**src/rtl/fp8_pkg.sv**
```systemverilog
// E5M2 format constants and FP32 field widths shared by the down-converter and packer.
package fp8_pkg;
   localparam int EXP_W     = 5;
   localparam int MAN_W     = 2;
   localparam int BIAS      = 15;
   localparam logic [6:0] FP8_INF = 7'h7C;
   localparam logic [6:0] FP8_NAN = 7'h7F;
   localparam logic [6:0] FP8_MAX = 7'h7B;

   localparam int F32_EXP_W = 8;
   localparam int F32_MAN_W = 23;
   localparam int F32_BIAS  = 127;

   typedef struct packed {
      logic             sign;
      logic [EXP_W-1:0] exp;
      logic [MAN_W-1:0] man;
   } fp8_t;
endpackage

```
**src/rtl/fp32_to_e5m2.sv**
```systemverilog
// Combinational FP32 -> FP8 E5M2 conversion, round-to-nearest-even, with event flags.
// FP8_SAT_EN: finite overflow saturates to max normal instead of infinity.
module fp32_to_e5m2
   import fp8_pkg::*;
(
   input  logic [31:0] in,
   output logic [7:0]  out,
   output logic        ovf,
   output logic        uf,
   output logic        nan
);
   localparam int EXP_OFS = F32_BIAS - BIAS;

   logic                 sgn;
   logic [F32_EXP_W-1:0] e;
   logic [F32_MAN_W-1:0] m;
   fp8_t                 res;

   assign sgn = in[31];
   assign e   = in[30:23];
   assign m   = in[22:0];

   // Normal range: {rebiased exponent, top two mantissa bits}, carry ripples into exponent.
   logic [9:0] nrm_pre;
   logic [9:0] nrm_rnd;
   logic       nrm_up;
   logic       nrm_ovf;

   assign nrm_pre = {e - 8'(EXP_OFS), m[22:21]};
   assign nrm_up  = m[20] & ((|m[19:0]) | m[21]);
   assign nrm_rnd = nrm_pre + {9'd0, nrm_up};
   assign nrm_ovf = (nrm_rnd[9:2] >= 8'd31);

   // Subnormal range: y holds the significand aligned so y[26:25] is q in units of 2^-16.
   logic [1:0]  sub_t;
   logic [26:0] sub_y;
   logic        sub_up;
   logic [2:0]  sub_q;

   assign sub_t  = (e <= 8'd109) ? 2'd3 : 2'(8'd112 - e);
   assign sub_y  = {1'b1, m, 3'b000} >> sub_t;
   assign sub_up = sub_y[24] & ((|sub_y[23:0]) | sub_y[25]);
   assign sub_q  = {1'b0, sub_y[26:25]} + {2'b00, sub_up};

   always_comb begin
      res = {sgn, 7'h00};
      ovf = 1'b0;
      uf  = 1'b0;
      nan = 1'b0;
      if (e == '1) begin
         if (m == '0) begin
            res = {sgn, FP8_INF};
         end else begin
            res = {sgn, FP8_NAN};
            nan = 1'b1;
         end
      end else if (e > 8'(EXP_OFS)) begin
         if (nrm_ovf) begin
            ovf = 1'b1;
`ifdef FP8_SAT_EN
            res = {sgn, FP8_MAX};
`else
            res = {sgn, FP8_INF};
`endif
         end else begin
            res = {sgn, nrm_rnd[6:0]};
         end
      end else if (e != '0) begin
         res = {sgn, 4'h0, sub_q};
         uf  = (sub_q == 3'd0);
      end
   end

   assign out = res;
endmodule

```
**src/rtl/fp32_to_fp8_pack.sv**
```systemverilog
// Streams FP32 beats through an E5M2 converter and packs LANES bytes per word (lane 0 low).
// Latency 1 cycle from completing beat; in_ready = !out_valid || out_ready. FP8_SAT_EN selects saturation.
module fp32_to_fp8_pack
   import fp8_pkg::*;
#(
   parameter  int LANES = 4,
   localparam int OUT_W = 8 * LANES
) (
   input  logic             clk,
   input  logic             rst,
   input  logic             in_valid,
   output logic             in_ready,
   input  logic [31:0]      in_data,
   input  logic             in_last,
   output logic             out_valid,
   input  logic             out_ready,
   output logic [OUT_W-1:0] out_data,
   output logic [LANES-1:0] out_keep,
   input  logic             flag_clr,
   output logic             flag_ovf,
   output logic             flag_uf,
   output logic             flag_nan
);
   localparam int CNT_W = (LANES > 1) ? $clog2(LANES) : 1;

   logic [CNT_W-1:0] cnt;
   logic [OUT_W-1:0] pack_buf;
   logic [OUT_W-1:0] buf_next;
   logic [LANES-1:0] keep_next;
   logic [7:0]       fp8_byte;
   logic             cv_ovf;
   logic             cv_uf;
   logic             cv_nan;
   logic             accept;
   logic             word_done;

   fp32_to_e5m2 u_conv (
      .in  (in_data),
      .out (fp8_byte),
      .ovf (cv_ovf),
      .uf  (cv_uf),
      .nan (cv_nan)
   );

   assign in_ready  = !out_valid || out_ready;
   assign accept    = in_valid && in_ready;
   assign word_done = (cnt == CNT_W'(LANES - 1)) || in_last;

   always_comb begin
      buf_next  = pack_buf;
      keep_next = '0;
      for (int i = 0; i < LANES; i++) begin
         if (CNT_W'(i) == cnt) buf_next[8*i +: 8] = fp8_byte;
         if (CNT_W'(i) <= cnt) keep_next[i] = 1'b1;
      end
   end

   always_ff @(posedge clk) begin
      if (rst) begin
         out_valid <= 1'b0;
         out_data  <= '0;
         out_keep  <= '0;
         pack_buf  <= '0;
         cnt       <= '0;
      end else begin
         if (out_valid && out_ready) out_valid <= 1'b0;
         if (accept) begin
            if (word_done) begin
               out_valid <= 1'b1;
               out_data  <= buf_next;
               out_keep  <= keep_next;
               pack_buf  <= '0;
               cnt       <= '0;
            end else begin
               pack_buf <= buf_next;
               cnt      <= cnt + 1'b1;
            end
         end
      end
   end

   // Clear beats a same-cycle set.
   always_ff @(posedge clk) begin
      if (rst || flag_clr) begin
         flag_ovf <= 1'b0;
         flag_uf  <= 1'b0;
         flag_nan <= 1'b0;
      end else if (accept) begin
         flag_ovf <= flag_ovf | cv_ovf;
         flag_uf  <= flag_uf  | cv_uf;
         flag_nan <= flag_nan | cv_nan;
      end
   end
endmodule

```
**config.mk**
```make
export PLATFORM = sky130hd
export DESIGN_NAME = fp32_to_fp8_pack
export DESIGN_NICKNAME = d
export VERILOG_FILES = /design/src/rtl/fp8_pkg.sv /design/src/rtl/fp32_to_e5m2.sv /design/src/rtl/fp32_to_fp8_pack.sv
export SDC_FILE = /design/constraint.sdc
export NUM_CORES = 1
export LEC_CHECK = 0
export BUFFER_PORTS_ARGS = -buffer_cell sky130_fd_sc_hd__buf_2
export CAP_MARGIN = 40
export CORE_AREA = 2 2 140 115
export CTS_CLUSTER_DIAMETER = 60
export DETAILED_ROUTE_END_ITERATION = 8
export DIE_AREA = 0 0 142 117
export GPL_TIMING_DRIVEN = 0
export HOLD_SLACK_MARGIN = 0.05
export PLACE_DENSITY = 0.44
export SLEW_MARGIN = 15
export SYNTH_ARGS = -nofsm -noshare
export SYNTH_HDL_FRONTEND = slang
export SYNTH_SLANG_ARGS = --single-unit
```
**constraint.sdc**
```tcl
create_clock -name clk -period 3 [get_ports clk]
set_input_delay 0 -clock clk [delete_from_list [all_inputs] [get_ports clk]]
set_output_delay 0 -clock clk [all_outputs]
set_load 0.1 [all_outputs]
```
* Word-level counts from Yosys, hierarchy flattened
Index checks and enable logic that the tools add are counted.
** Word-level totals
- Output and inout port bits :: 41
- Logic and storage cells :: 73
- Input bits :: 38
- Register bits after elaboration :: 74
** Cells by class
- Eq/ne operators :: 5
- Bitwise operators :: 7
- $add $sub $neg :: 5
- Reduce and logical (&&, ||, !) cells :: 13
- Shift operators :: 1
- Order comparisons :: 7
- Mux-type cells :: 27
** Operators with widths (count)
- $mux 32 :: 1
- $mux 8 :: 4
- $shr 27x2->27 :: 1
- $reduce_or 24->1 :: 1
- $logic_not 23->1 :: 1
- $mux 7 :: 3
- $reduce_or 20->1 :: 1
- $mux 1 :: 15
- $add 10x1->10 :: 1
- $eq 8x8->1 const B :: 1
- $ge 8x5->1 const B :: 1
- $gt 8x7->1 const B :: 1
- $le 8x7->1 const B :: 1
- $reduce_bool 8->1 :: 1
- $sub 8x7->8 const B :: 1
- $mux 2 :: 3
- $or 1x1->1 :: 5
- $eq 2x2->1 const A :: 2
- $le 1x2->1 const A :: 2
- $le 2x2->1 const A :: 2
- $add 2x1->3 :: 1
- $logic_not 3->1 :: 1
- $logic_or 1x1->1 :: 3
- $mux 3 :: 1
- 9 further kinds :: 11

* Depth between registers and ports, before layout
- Word-level depth :: 12
- Mapped depth :: 11
- Mapped depth without buffers :: 11

* Cells and area by module
From an unflattened synthesis, not the netlist that was laid out.
** Unflattened totals
- Cells, all modules :: 421
- Area total of the unflattened synthesis :: 3946.3 µm²
** By module, submodules not included
- fp32_to_fp8_pack :: times used 1, cells an instance 320, sequential area each 1481.4 µm², area each 3259.4 µm²
- fp32_to_e5m2 :: times used 1, cells an instance 101, sequential area each 0.0 µm², area each 686.9 µm²

* Worst setup path before layout
No wires, ideal clock.
- Path type :: flip-flop to flip-flop
- Start :: register out_valid
- End :: register out_data[19]
- Data arrival time :: 3.179 ns
- Buffers on the path :: 2
- Setup time :: 0.116 ns
- Cell stages (with the launch flop) :: 7
- Required time :: 2.884 ns
- Setup slack :: -0.295 ns
- Period minus slack after synthesis :: 3.295 ns
- Path through :: dfxtp_1 nand2b_1 nand3_1 clkbuf_1 buf_1 o41ai_1 a31o_2
** On the way
- Longest elaborated chain between the ends :: 4
** RTL lines
- start, declared :: RTL line fp32_to_fp8_pack.sv:15 : output logic out_valid,
- start signal, assigned :: RTL line fp32_to_fp8_pack.sv:60 : out_valid <= 1'b0;
- start signal, assigned :: RTL line fp32_to_fp8_pack.sv:66 : if (out_valid && out_ready) out_valid <= 1'b0;
- start signal, assigned :: RTL line fp32_to_fp8_pack.sv:69 : out_valid <= 1'b1;
- $logic_not 1->1 :: RTL line fp32_to_fp8_pack.sv:45 : assign in_ready = !out_valid || out_ready;
- $logic_or 1x1->1 :: RTL line fp32_to_fp8_pack.sv:45
- via in_ready :: RTL line fp32_to_fp8_pack.sv:12 : output logic in_ready,
- $logic_and 1x1->1 :: RTL line fp32_to_fp8_pack.sv:46 : assign accept = in_valid && in_ready;
- $reduce_and 2->1 (no source line)
- end signal, assigned :: RTL line fp32_to_fp8_pack.sv:70 : out_data <= buf_next;
- end, declared :: RTL line fp32_to_fp8_pack.sv:17 : output logic [OUT_W-1:0] out_data,
The timed path passes the listed nets, and every way through them passes these cells.
A chain may end at the register's enable or synchronous reset.

* Worst setup path after layout
- Start :: register cnt[0]
- End :: register out_data[12]
** On the way
- Longest elaborated chain between the ends :: 3
- Elaborated cells between the ends (all ways) :: 5
- Classes of those cells :: eq/ne: 2; mux: 1; reduce/logical: 2
** RTL lines
- start, declared :: RTL line fp32_to_fp8_pack.sv:26 : logic [CNT_W-1:0] cnt;
- start signal, assigned :: RTL line fp32_to_fp8_pack.sv:76 : cnt <= cnt + 1'b1;
- $eq 2x2->1 :: RTL line fp32_to_fp8_pack.sv:47 : assign word_done = (cnt == CNT_W'(LANES - 1)) || in_last;
- $logic_or 1x1->1 :: RTL line fp32_to_fp8_pack.sv:47
- $reduce_and 2->1 (no source line)
Several ways; a longest one is shown, not always the timed one.

==> results.md <==
- Status: finished, final reports clean
- Final WL: 12000 um
- Min setup slack post-route: 0.354 ns
- Num CTS Buffers: 9
- Max-slew violation count: 0
- Leakage: 1.83 nW
- CTS root buf: clkbuf_16
- Synth cell types: 54
- Antenna violations before repair: 0
- Post-synth top area cell: dfxtp_1
- Core Rows: 41
- DR iter-0 viols: 156
- Dpl cell area: 0.00436 sq mm
- CTS sink count: 74
- Sequential Power Share: 0.398
- Sequential-to-total area share from yosys stat: 0.397
- Tot GR Track Use: 0.150
- Die width: 142 um
- Net Switching: 0.746 mW
- Nets: 571
- # setup viols final: 0
- DR WL/cell: 16.8 um
- Die Area: 0.0166 sq mm
- Setup Total Neg Slack: 0 ns
- Core ar.: 0.0153 sq mm
- Placer congestion estimate: 0.822
- Comb power frac: 0.170
- Clk_lat worst skew: 0.34 ns
- Vias in the first global route: 3490
- Share of layout cells above drive strength 1: 0.216
- FMAX: 378 MHz
- Worst hold path type: in2reg
- Detail Placement HPWL: 8810 um
- Grt ovf: 0
- Mean Syn Cell Area: 8.72 sq um
- Normalized max-slew margin: 0.507
- Clock share of power: 0.432
- Total number of vias: 3552
- Fin cells: 716
- Async SR Flop Fraction: 0
- Cell Pwr Density: 547 mW/mm^2
- Ant diodes: 0
- Post-synth top area share: 0.397
- Minimum hold slack: 0.152 ns
- RSZ-0062 raised after global routing: no
- Top cells by area, synth: dfxtp_1, ha_1, nor3b_1
- Register area: 0.00148 sq mm
- Drt via density: 4.96
- Filler cells: 1627
- Post-Synthesis Cells: 428
- Worst-path fanout max: 10
- CP Class: reg2reg
- Data arrival, critical path: 2.83 ns
- CTS H-tree depth: 3
- Ys Warns: 0
- First-pass DRT Iterations: 5
- Hold Crit Depth: 4
- Most frequent cells in the layout: buf_2, dfxtp_1, nor2_1
- Fin crit period: 2.65 ns
- Largest net degree at the start of global routing: 12
- Worst clock skew: 0.00658 ns
- Mapped cell area: 0.00373 sq mm
- First-pass GRT wire length: 18900 um
- Final core utilization: 0.307
- CTS tree: built
- Number of antenna-violating nets in the routed design: 0
- Power Total: 2.57 mW
- Commonest non-fill, non-tap cell in the layout: buf_2
- CP Capture Type: flop
- Startpoint types: flop
- Worst-Margin Slew: 0.736 ns
- Flops & latches, synth: 74
- Area Growth Syn to Fin: 26.0%
- Multi-input combinational cell area: 0.00207 sq mm
- Pint: 1.83 mW
- Worst reg-to-reg path cell count: 8
- Clock slew at reported path FFs: 0.05 ns
- Most common flop cell mapped by yosys: dfxtp_1
- Starting Density: 0.243
- Place WS: 0.345 ns
- Buffers added on ports: 76
- # IOs: 79
- DR DRC count: 0
- Critical path data required time: 3.18 ns
- Switching portion of total power: 0.290
- Die H: 117 um
- Post-CTS setup buffer count: 0
- Tcrit/Tclk final: 0.882
- Syn nets: 480
- Placed Cells: 697
- Peak VDD IR: 0.257 mV
- Post-synth EDFFs: 0
- Final Hold Viols: 0
- Clk buf depth: 2
- Design area: 0.00470 sq mm
- Max-cap violations: 0
-- synth_stat cells (all sizes together) (7+ instances only) --
library cell,count
o21ai,22
and2,18
clkbuf,29
o22ai,12
nor3,10
or3,9
inv,12
a22o,9
nor2,32
a21oi,26
mux2i,7
nor3b,18
nor4,7
a311oi,7
ha,14
nand2,31
a31o,7
dfxtp,74
nand3,9
-- kinds of logic after synthesis --
kind of cell	Yosys count	synth area share
mux	7	0.0188
simple gates	165	0.249
xor+xnor	6	0.0141
buf+inv	46	0.0503
flops	74	0.397
fa+ha+maj	14	0.0469
compound gates	116	0.224
-- critical path: stages, from the launching register on --
cell and delay, ns:
dfxtp_1 0.35, ha_1 0.27, or2_2 0.33, nand3_1 0.26, clkbuf_1 0.43, buf_1 0.48
nor3b_1 0.13, a21oi_1 0.14, o22ai_1 0.10
-- repair_timing --
item | in CTS | in global routing
hold buffers | 4 | 0
gates resized for setup | 0 | 0
endpoints found under the hold margin | 6 | 0
-- path summary, 6_finish.rpt --
path | from | to | slack (ns)
hold reg to reg | pack_buf[1]$_SDFFE_PP0P_ | pack_buf[1]$_SDFFE_PP0P_ | 0.45
setup / recovery | cnt[0]$_SDFFE_PP0P_ | out_data[12]$_SDFFE_PP0P_ | 0.35
setup reg to reg | cnt[0]$_SDFFE_PP0P_ | out_data[12]$_SDFFE_PP0P_ | 0.35
hold / removal | rst | pack_buf[1]$_SDFFE_PP0P_ | 0.15
-- layer usage --
metal  global-route usage  vias up  part of all wire
met5                    0        -                 0
met1                0.213     1697              0.53
met2                0.228       88              0.41
li1                     -     1754                 -
met4               0.0367        0             0.011
met3               0.0370       13             0.046
-- registers in the layout, summed over array words and instances, names as in the netlist --
register	cells
out_data	32
pack_buf	32
out_keep	4
cnt	2
flag_nan	1
flag_ovf	1
flag_uf	1
out_valid	1
-- power by group through the flow --
| stage | Clock [mW] | Combinational (mW) | Sequential, mW |
|---|---|---|---|
| floorplan | 0 | 0.181 | 1.17 |
| global placement | 0 | 0.431 | 1.04 |
| detailed placement | 0 | 0.434 | 1.04 |
| CTS | 1.13 | 0.440 | 1.02 |
| global route | 1.17 | 0.472 | 1.03 |
| finish | 1.11 | 0.439 | 1.02 |
-- final cells by class --
| class | instances | area share |
|---|---|---|
| inverter | 12 | 0.00958 |
| buffer | 34 | 0.0303 |
| clock buffer | 13 | 0.0575 |
| sequential | 74 | 0.315 |
| tap | 193 | 0.0513 |
| timing repair buffer | 80 | 0.0894 |
| clock inverter | 2 | 0.00745 |
| multi-input combinational | 308 | 0.439 |
Power figures use the tool's default switching activity.
